==> src/rtl/mic_ram_frame_writer.sv <==
// Ping-pong frame writer: streams samples into two halves of ram_block_s2, flags full halves to software.
// Optional MIC_FRAME_HEADER_EN: writes {frame_seq, 16'hA5A5} at offset 0 of each half before the samples.
module mic_ram_frame_writer #(
  parameter int unsigned ADDR_W = 10,
  parameter int unsigned DATA_W = 32
) (
  input  logic              clk,
  input  logic              reset_n,
  input  logic              enable,
  input  logic              in_valid,
  input  logic [DATA_W-1:0] in_data,
  output logic              in_ready,
  input  logic              frame_ack,
  output logic [ADDR_W-1:0] ram_address,
  output logic              ram_chipselect,
  output logic              ram_clken,
  output logic              ram_write,
  output logic [DATA_W-1:0] ram_writedata,
  output logic [3:0]        ram_byteenable,
  output logic              frame_valid,
  output logic              frame_half,
  output logic [15:0]       frame_seq,
  output logic [15:0]       overflow_cnt
);

  localparam int unsigned OFF_W = ADDR_W - 1;
  localparam logic [OFF_W-1:0] OFF_LAST = '1;
`ifdef MIC_FRAME_HEADER_EN
  localparam logic [15:0] HDR_TAG = 16'hA5A5;
`endif

  typedef enum logic [1:0] {IDLE, FILL, WAIT_FREE} state_t;

  state_t           state;
  logic [1:0]       pending;
  logic             fill_half;
  logic [OFF_W-1:0] offset;

  logic       can_fill;
  logic       hdr_cycle;
  logic       xfer;
  logic       complete;
  logic       ack_ok;
  logic       overflow_hit;
  logic [1:0] pending_nxt;

  assign can_fill = enable && (state == FILL) && !pending[fill_half];
`ifdef MIC_FRAME_HEADER_EN
  assign hdr_cycle = can_fill && (offset == '0);
`else
  assign hdr_cycle = 1'b0;
`endif
  assign in_ready     = can_fill && !hdr_cycle;
  assign xfer         = in_valid && in_ready;
  assign complete     = xfer && (offset == OFF_LAST);
  assign ack_ok       = frame_ack && (|pending);
  assign overflow_hit = in_valid && !in_ready && enable && (state == WAIT_FREE);

  assign ram_clken      = 1'b1;
  assign ram_byteenable = 4'b1111;
  assign frame_valid    = |pending;

  // Ack and completion always touch different halves, so both can land in one cycle.
  always_comb begin
    pending_nxt = pending;
    if (ack_ok)   pending_nxt[frame_half] = 1'b0;
    if (complete) pending_nxt[fill_half]  = 1'b1;
  end

  always_ff @(posedge clk or negedge reset_n) begin
    if (!reset_n) begin
      state          <= IDLE;
      pending        <= 2'b00;
      fill_half      <= 1'b0;
      offset         <= '0;
      frame_half     <= 1'b0;
      frame_seq      <= 16'd0;
      overflow_cnt   <= 16'd0;
      ram_address    <= '0;
      ram_writedata  <= '0;
      ram_write      <= 1'b0;
      ram_chipselect <= 1'b0;
    end else begin
      ram_write      <= 1'b0;
      ram_chipselect <= 1'b0;
      pending        <= pending_nxt;

      if (ack_ok) frame_half <= ~frame_half;

      if (overflow_hit && (overflow_cnt != 16'hFFFF))
        overflow_cnt <= overflow_cnt + 16'd1;

`ifdef MIC_FRAME_HEADER_EN
      if (hdr_cycle) begin
        ram_write      <= 1'b1;
        ram_chipselect <= 1'b1;
        ram_address    <= {fill_half, offset};
        ram_writedata  <= DATA_W'({frame_seq, HDR_TAG});
        offset         <= offset + OFF_W'(1);
      end
`endif

      if (xfer) begin
        ram_write      <= 1'b1;
        ram_chipselect <= 1'b1;
        ram_address    <= {fill_half, offset};
        ram_writedata  <= in_data;
        if (offset == OFF_LAST) begin
          frame_seq <= frame_seq + 16'd1;
          fill_half <= ~fill_half;
          offset    <= '0;
        end else begin
          offset <= offset + OFF_W'(1);
        end
      end

      case (state)
        IDLE:      if (enable) state <= FILL;
        FILL:      if (complete && pending_nxt[~fill_half]) state <= WAIT_FREE;
        WAIT_FREE: if (!pending[fill_half]) state <= FILL;
        default:   state <= IDLE;
      endcase
    end
  end

endmodule

==> config.mk <==
export PLATFORM = sky130hd
export DESIGN_NAME = mic_ram_frame_writer
export DESIGN_NICKNAME = d
export VERILOG_FILES = /design/src/rtl/mic_ram_frame_writer.sv
export SDC_FILE = /design/constraint.sdc
export NUM_CORES = 1
export LEC_CHECK = 0
export CORE_ASPECT_RATIO = 0.9
export CORE_MARGIN = 2
export CORE_UTILIZATION = 40
export DETAILED_ROUTE_END_ITERATION = 12
export PLACE_DENSITY = 0.75
export SETUP_SLACK_MARGIN = 0.1
export SYNTH_ARGS = -nofsm -noshare
export SYNTH_HDL_FRONTEND = slang
export SYNTH_SLANG_ARGS = --single-unit
==> constraint.sdc <==
create_clock -name clk -period 1.9 [get_ports clk]
set_input_delay 0.38 -clock clk [delete_from_list [all_inputs] [get_ports clk]]
set_output_delay 0.38 -clock clk [all_outputs]
set_load 0.01 [all_outputs]
==> metrics.cfg, run 1 <==
[outcome]
outcome=complete, no violations

[sta]
fmax_mhz=554
finalSetupViolations=0
fin_tns_setup_ns=0
finalHoldViolations=0
rsz0062_at_grt=true
post-route-min-period_ns=1.80
timing.final.crit_share_pct=94.9
final.hold.worst_slack_ns=0.479
fin_skew_ns=0.0129
slew_viol_final=0

[critical_path]
max_stage_delay_ns=0.36
crit_path_top_delay_cell=dfrtp_1
reg2reg_from=offset[3]
crit_fanout=7
critPathLaunchType=register
cp_cell_sequence=and4_4 -> nand2_4 -> nor2_4 -> ha_4 -> nand4_1 -> nor3_4 -> and3_4 -> xor2_1
critPathCaptureType=register
r2r-end=frame_seq[5]
critPathRequiredTime_ns=2.18
r2r_setup_slack_ns=0.1
arrival_ns=2.08
reg2reg_depth=8
crit_type=register to register

[die]
coreArea_um2=9700
die_h_um=99
pin_count=121
rows=34
die_x_um=110
start_util_pct=41.4
dieArea_um2=10800

[worst_hold_path]
holdPathEnd=frame_seq[15]
hold_depth=1
hp-start=frame_seq[15]
hold_class=register to register

[cells_and_area]
fin_cells=683
final_common_cell=nand2_1
layout.nets=593
num-fill-cells=829
mostFrequentLayoutCells=150 x nand2_1, 112 x clkdlybuf4s50_1, 80 x dfrtp_1, 37 x buf_4, 22 x xnor2_1
drive_above_1_share_pct=18.0
antenna_cells=0
synthToLayoutAreaGrowth_pct=46.9

[detailed_routing]
vias=3353
drt_wl_total_mm=9.44
dr.pass1.iters=5
avgViaCountPerCell=4.91
drt_iter0_markers=194
wire_per_inst_um=13.8
ant_nets=0
route.detailed.drc=0

[cts]
clkTransAtPathRegs_ns=0.09
cts.sinks=90
htree_levels=3
root_buffer=clkbuf_8
tritoncts=yes
cts_buffers=9
clkLatencyLatePin_ns=0.36
clock_path_buffers=2

[global_route]
antenna_found_initial=0
grt_pass1_vias=3219
grt_overflow=0
grt_max_degree=43
track_usage_pct=18.0
grt_pass1_wl_mm=15.4

[power]
p_per_area_nw_per_um2=785
max-vdd-ir-drop_mv=0.522
p_leak_nw=2.76

[logic_synthesis]
yosys_warnings=0
synthCells=400
ys_types=49
synth-main-ff-cell=dfrtp_1
ys_async_sr_fraction_pct=100
synth.ff_latch_count=90
syn_area_um2=4010
synth-edff-count=0
synth_area_per_cell_um2=10.0
seq_area_frac_synth_pct=56.1

[placement]
place_congestion=0.838
dp_cells=653
hpwl_mm=6.73
numPortBuffers=115

[run]
drv_cap=0

==> registers in the layout, indices dropped and copies added, names as in the netlist <==
register       flops
ram_writedata     32
frame_seq         16
overflow_cnt      16
ram_address       10
offset             9
pending            2
state              2
fill_half          1
frame_half         1
ram_write          1
==> synth_stat cells, drive strengths merged (2+ instances only) <==
cell / number / area share (%)
nor4: 8 / 1.6
mux2: 4 / 1.3
buf: 17 / 2.7
nor2b: 2 / 0.31
a41oi: 2 / 0.44
and3: 3 / 0.47
xor2: 11 / 2.6
nand4b: 2 / 0.75
nand3: 15 / 1.9
o21ai: 2 / 0.25
mux2i: 2 / 0.59
dfrtp: 90 / 56
a21oi: 7 / 0.97
inv: 6 / 0.56
xnor2: 22 / 4.8
or3: 3 / 0.47
nand4: 13 / 2.4
nand2: 152 / 14
a31o: 2 / 0.44
clkbuf: 2 / 0.19
nor2: 7 / 0.72
ha: 4 / 1.2
nor3: 7 / 1.6
and4b: 2 / 0.50
a221o: 2 / 0.50
nand2b: 2 / 0.31
and4: 3 / 0.72
==> critical path: cells and delay by family (launching register included) <==
family                     cells  cell delay (ns)
xor gates and xnor gates       1             0.14
and+or+nand+nor                6             1.07
adders and majority gates      1             0.15
DFF                            1             0.36
==> power by group <==
group / switching, mW / internal, mW
Clock: 0.698 / 0.879
Combinational: 0.390 / 0.467
Sequential: 0.104 / 2.09
Total: 1.19 / 3.43
==> cell type report <==
| class | instances | area, µm² | area share [%] |
|---|---|---|---|
| tap | 126 | 158 | 2.68 |
| timing repair buffer | 156 | 1500 | 25.4 |
| multi-input combinational | 289 | 1710 | 29.0 |
| clock buffer | 10 | 128 | 2.17 |
| clock inverter | 6 | 115 | 1.95 |
| sequential | 90 | 2260 | 38.4 |
| inverter | 6 | 22.5 | 0.382 |
==> cells by family (layout without fill, tap and decap cells) <==
family                   count (synthesis)  after routing  synth area share, %
multiplexers                             6              6                 1.90
AO/OA/AOI/OAI                           18             18                 3.12
XOR/XNOR                                33             33                 7.39
other                                    1              5               0.0935
adder cells (fa/ha/maj)                  4              4                 1.25
AND/OR/NAND/NOR                        223            223                 26.7
flip-flops                              90             90                 56.1
buffers and inverters                   25            178                 3.40
==> routing by layer <==
metal,vias up,GRT usage (%),part of all wire (%)
met1,1620,24.3,44
li1,1627,-,-
met5,-,0,0
met4,0,3.80,0.96
met3,9,6.88,7.2
met2,97,27.9,48
==> worst max path at each step <==
stage | from | to | slack (ns) | cells past startpoint
2_1_floorplan | offset[2] | frame_seq[5] | 0.10 | 8
3_3_place_gp | enable | frame_seq[5] | -0.11 | 6
3_5_place_dp | enable | frame_seq[5] | -0.14 | 6
4_1_cts | offset[3] | frame_seq[5] | 0.0002 | 8
5_1_grt | offset[3] | frame_seq[5] | -0.04 | 8
6_report | offset[3] | frame_seq[5] | 0.1 | 8
==> timing repair <==
action	4_1_cts	5_1_grt
hold buffers	1	0
buffers inserted	3	10
resized for setup	12	20
hold endpoints to repair	35	0
pin swaps	9	5
setup endpoints to repair	21	36
==> metrics by stage <==
step           setup WS (ns)  area, µm²  power [mW]  utilization [%]
5_1_grt              -0.0375       5890        4.87             60.8
2_1_floorplan          0.102       4030        2.53                -
3_5_place_dp          -0.138       5470        3.07             56.4
4_1_cts             0.000189       5770        4.68             59.5
6_report              0.0961       5890        4.62             60.8
3_3_place_gp          -0.108       5470        3.05             56.4
Power figures use the tool's default switching activity.
==> run 2: changes to the inputs <==
--- a/config.mk
+++ b/config.mk
@@ -8,6 +8,7 @@
 export CORE_ASPECT_RATIO = 0.9
 export CORE_MARGIN = 2
 export CORE_UTILIZATION = 40
+export CTS_CLUSTER_SIZE = 16
 export DETAILED_ROUTE_END_ITERATION = 12
 export PLACE_DENSITY = 0.75
 export SETUP_SLACK_MARGIN = 0.1
==> results of run 2 <==
Final layout, timing and power as in run 1 (identical DEF).
==> run 3: changes to the inputs <==
--- a/config.mk
+++ b/config.mk
@@ -5,9 +5,9 @@
 export SDC_FILE = /design/constraint.sdc
 export NUM_CORES = 1
 export LEC_CHECK = 0
-export CORE_ASPECT_RATIO = 0.9
 export CORE_MARGIN = 2
 export CORE_UTILIZATION = 40
+export CTS_BUF_LIST = sky130_fd_sc_hd__clkbuf_4 sky130_fd_sc_hd__clkbuf_8
 export CTS_CLUSTER_SIZE = 16
 export DETAILED_ROUTE_END_ITERATION = 12
 export PLACE_DENSITY = 0.75
==> metrics.cfg, run 3 (same netlist as run 1, synthesis figures left out) <==
[critical_path]
crit_path_top_delay_cell=dfrtp_1  ; unchanged
critPathLaunchType=register  ; unchanged
arrival_ns=2.11  ; was 2.08 ns
crit_type=register to register  ; unchanged
cp_cell_sequence=and4_4 -> nand2_4 -> nor2_4 -> ha_4 -> nand4_1 -> nor3_4 -> and3_4 -> xor2_1  ; unchanged
max_stage_delay_ns=0.37  ; was 0.36 ns
critPathRequiredTime_ns=2.17  ; was 2.18 ns
critPathCaptureType=register  ; unchanged
crit_fanout=7  ; unchanged

[global_route]
grt_pass1_wl_mm=16.1  ; was 15.4 mm
grt_pass1_vias=3397  ; was 3,219
grt_max_degree=42  ; was 43
grt_overflow=0  ; unchanged
antenna_found_initial=0  ; unchanged
track_usage_pct=18.3  ; was 18.0%

[cells_and_area]
synthToLayoutAreaGrowth_pct=45.0  ; was 46.9%
largest_register_ffs=32  ; unchanged
mostFrequentLayoutCells=150 x nand2_1, 112 x clkdlybuf4s50_1, 86 x dfrtp_1, 34 x buf_4, 22 x xnor2_1  ; was 150 x nand2_1, 112 x clkdlybuf4s50_1, 80 x dfrtp_1, 37 x buf_4, 22 x xnor2_1
multi_input_area_um2=1710  ; about the same
reg_top3=ram_writedata: 32 flops, frame_seq: 16 flops, overflow_cnt: 16 flops  ; unchanged
largest-register=ram_writedata  ; unchanged
layout.nets=590  ; was 593
regArea_um2=2260  ; about the same
final_common_cell=nand2_1  ; unchanged
drive_above_1_share_pct=16.8  ; was 18.0%
num-fill-cells=851  ; was 829
antenna_cells=0  ; unchanged

[detailed_routing]
met3_length_um=852  ; was 676 µm
drt_wl_total_mm=9.70  ; was 9.44 mm
vias=3376  ; was 3,353
highest_layer=met4  ; unchanged
dr.pass1.iters=4  ; was 5
avgViaCountPerCell=4.91  ; about the same
drt_iter0_markers=127  ; was 194
dr_wl_met2_mm=4.74  ; was 4.48 mm
wire_per_inst_um=14.1  ; was 13.8 µm
route.detailed.drc=0  ; unchanged
ant_nets=0  ; unchanged
met1_length_mm=3.98  ; was 4.19 mm

[outcome]
outcome=complete, no violations  ; unchanged

[sta]
slew_viol_final=0  ; unchanged
post-route-min-period_ns=1.84  ; was 1.80 ns
timing.final.crit_share_pct=96.7  ; was 94.9%
final.hold.worst_slack_ns=0.480  ; was 0.479 ns
fmax_mhz=544  ; was 554 MHz
rsz0062_at_grt=true  ; unchanged
finalSetupViolations=0  ; unchanged
fin_skew_ns=0.0107  ; was 0.0129 ns
finalHoldViolations=0  ; unchanged

[worst_hold_path]
hold_class=register to register  ; unchanged

[die]
die_h_um=104  ; was 99 µm
pin_count=121  ; unchanged
dieArea_um2=10800  ; about the same
coreArea_um2=9770  ; was 9700 µm²
start_util_pct=41.0  ; was 41.4%
die_x_um=104  ; was 110 µm
rows=36  ; was 34

[cts]
htree_levels=3  ; unchanged
clock_path_buffers=2  ; unchanged
tritoncts=yes  ; unchanged
cts.sinks=90  ; unchanged
cts_buffers=9  ; unchanged
clkTransAtPathRegs_ns=0.08  ; was 0.09 ns
clkLatencyLatePin_ns=0.36  ; about the same
root_buffer=clkbuf_8  ; unchanged

[placement]
place_congestion=0.874  ; was 0.838
hpwl_mm=7.02  ; was 6.73 mm
numPortBuffers=115  ; unchanged

[run]
drv_cap=0  ; unchanged

[power]
p_int_mw=3.18  ; was 3.43 mW
p_sw_share_pct=26.7  ; was 25.8%
p_sw_mw=1.16  ; was 1.19 mW
power_frac_comb_pct=19.6  ; was 18.5%
clkPwrFrac_pct=30.0  ; was 34.1%
p_per_area_nw_per_um2=745  ; was 785 nW/µm²
max-vdd-ir-drop_mv=0.488  ; was 0.522 mV
p_leak_nw=2.73  ; was 2.76 nW
finalPower_mw=4.34  ; was 4.62 mW
pwr-share-seq_pct=50.4  ; was 47.3%

[run 3: cell count changes in the layout (fill, tap and decap cells not counted), sizes merged]
cell / delta
bufinv: -2
buf: -2
clkinvlp: +1
[run 3: metal layers]
metal | vias up | GRT usage, %
met5 | - | 0
met3 | 12 | 8.33
met2 | 108 | 29.7
li1 | 1608 | -
met1 | 1648 | 21.9
met4 | 0 | 5.21
[run 3: path summary, 6_finish.rpt]
path / cells after the start / to / slack (ns) / startpoint
max: 8 / frame_seq[5] / 0.06 / offset[2]
min: 2 / ram_writedata[27] / 0.48 / ram_writedata[27]
max reg2reg: 8 / frame_seq[5] / 0.06 / offset[2]
min reg2reg: 2 / ram_writedata[27] / 0.48 / ram_writedata[27]
max in group asynchronous: 3 / frame_seq[0] / 0.80 / reset_n
min in group asynchronous: 2 / overflow_cnt[7] / 0.51 / reset_n
[run 3: critical path, delay by kind of cell (launching register included)]
| family | cells | cell delay, ns |
|---|---|---|
| xor gates and xnor gates | 1 | 0.15 |
| adders and majority gates | 1 | 0.15 |
| and+or+nand+nor | 6 | 1.08 |
| DFF | 1 | 0.37 |
[run 3: layout make-up]
cell class,count,share of cell area (%)
tap,133,2.86
multi-input combinational,289,29.4
clock inverter,5,0.947
clock buffer,11,2.39
timing repair buffer,153,25.2
inverter,6,0.387
sequential,90,38.8
[run 3: per-stage QoR]
step	worst slack [ns]	instances	utilization [%]	setup TNS (ns)	instance area (µm²)
6_report	0.0620	687	59.5	0	5820
3_3_place_gp	-0.162	662	56.1	-2.36	5480
4_1_cts	-0.0554	679	58.2	-0.0554	5690
2_1_floorplan	0.102	404	-	0	4030
3_5_place_dp	-0.266	662	56.1	-5.86	5480
5_1_grt	-0.0842	687	59.5	-0.378	5820
[run 3: timing repair]
action                                  CTS  global route
gates resized for setup                  14            15
buffers inserted                          0             8
hold buffers                              1             0
pin swaps                                12             9
endpoints found under the setup margin   19            35
hold endpoints to repair                 33             0
cloned                                    0             0
[run 3: power groups by stage]
stage	Clock, mW	Sequential [mW]	Combinational [mW]
detailed placement	0	2.22	0.854
global route	1.42	2.21	0.931
floorplan	0	2.30	0.228
CTS	1.35	2.18	0.861
global placement	0	2.21	0.837
finish	1.30	2.19	0.848
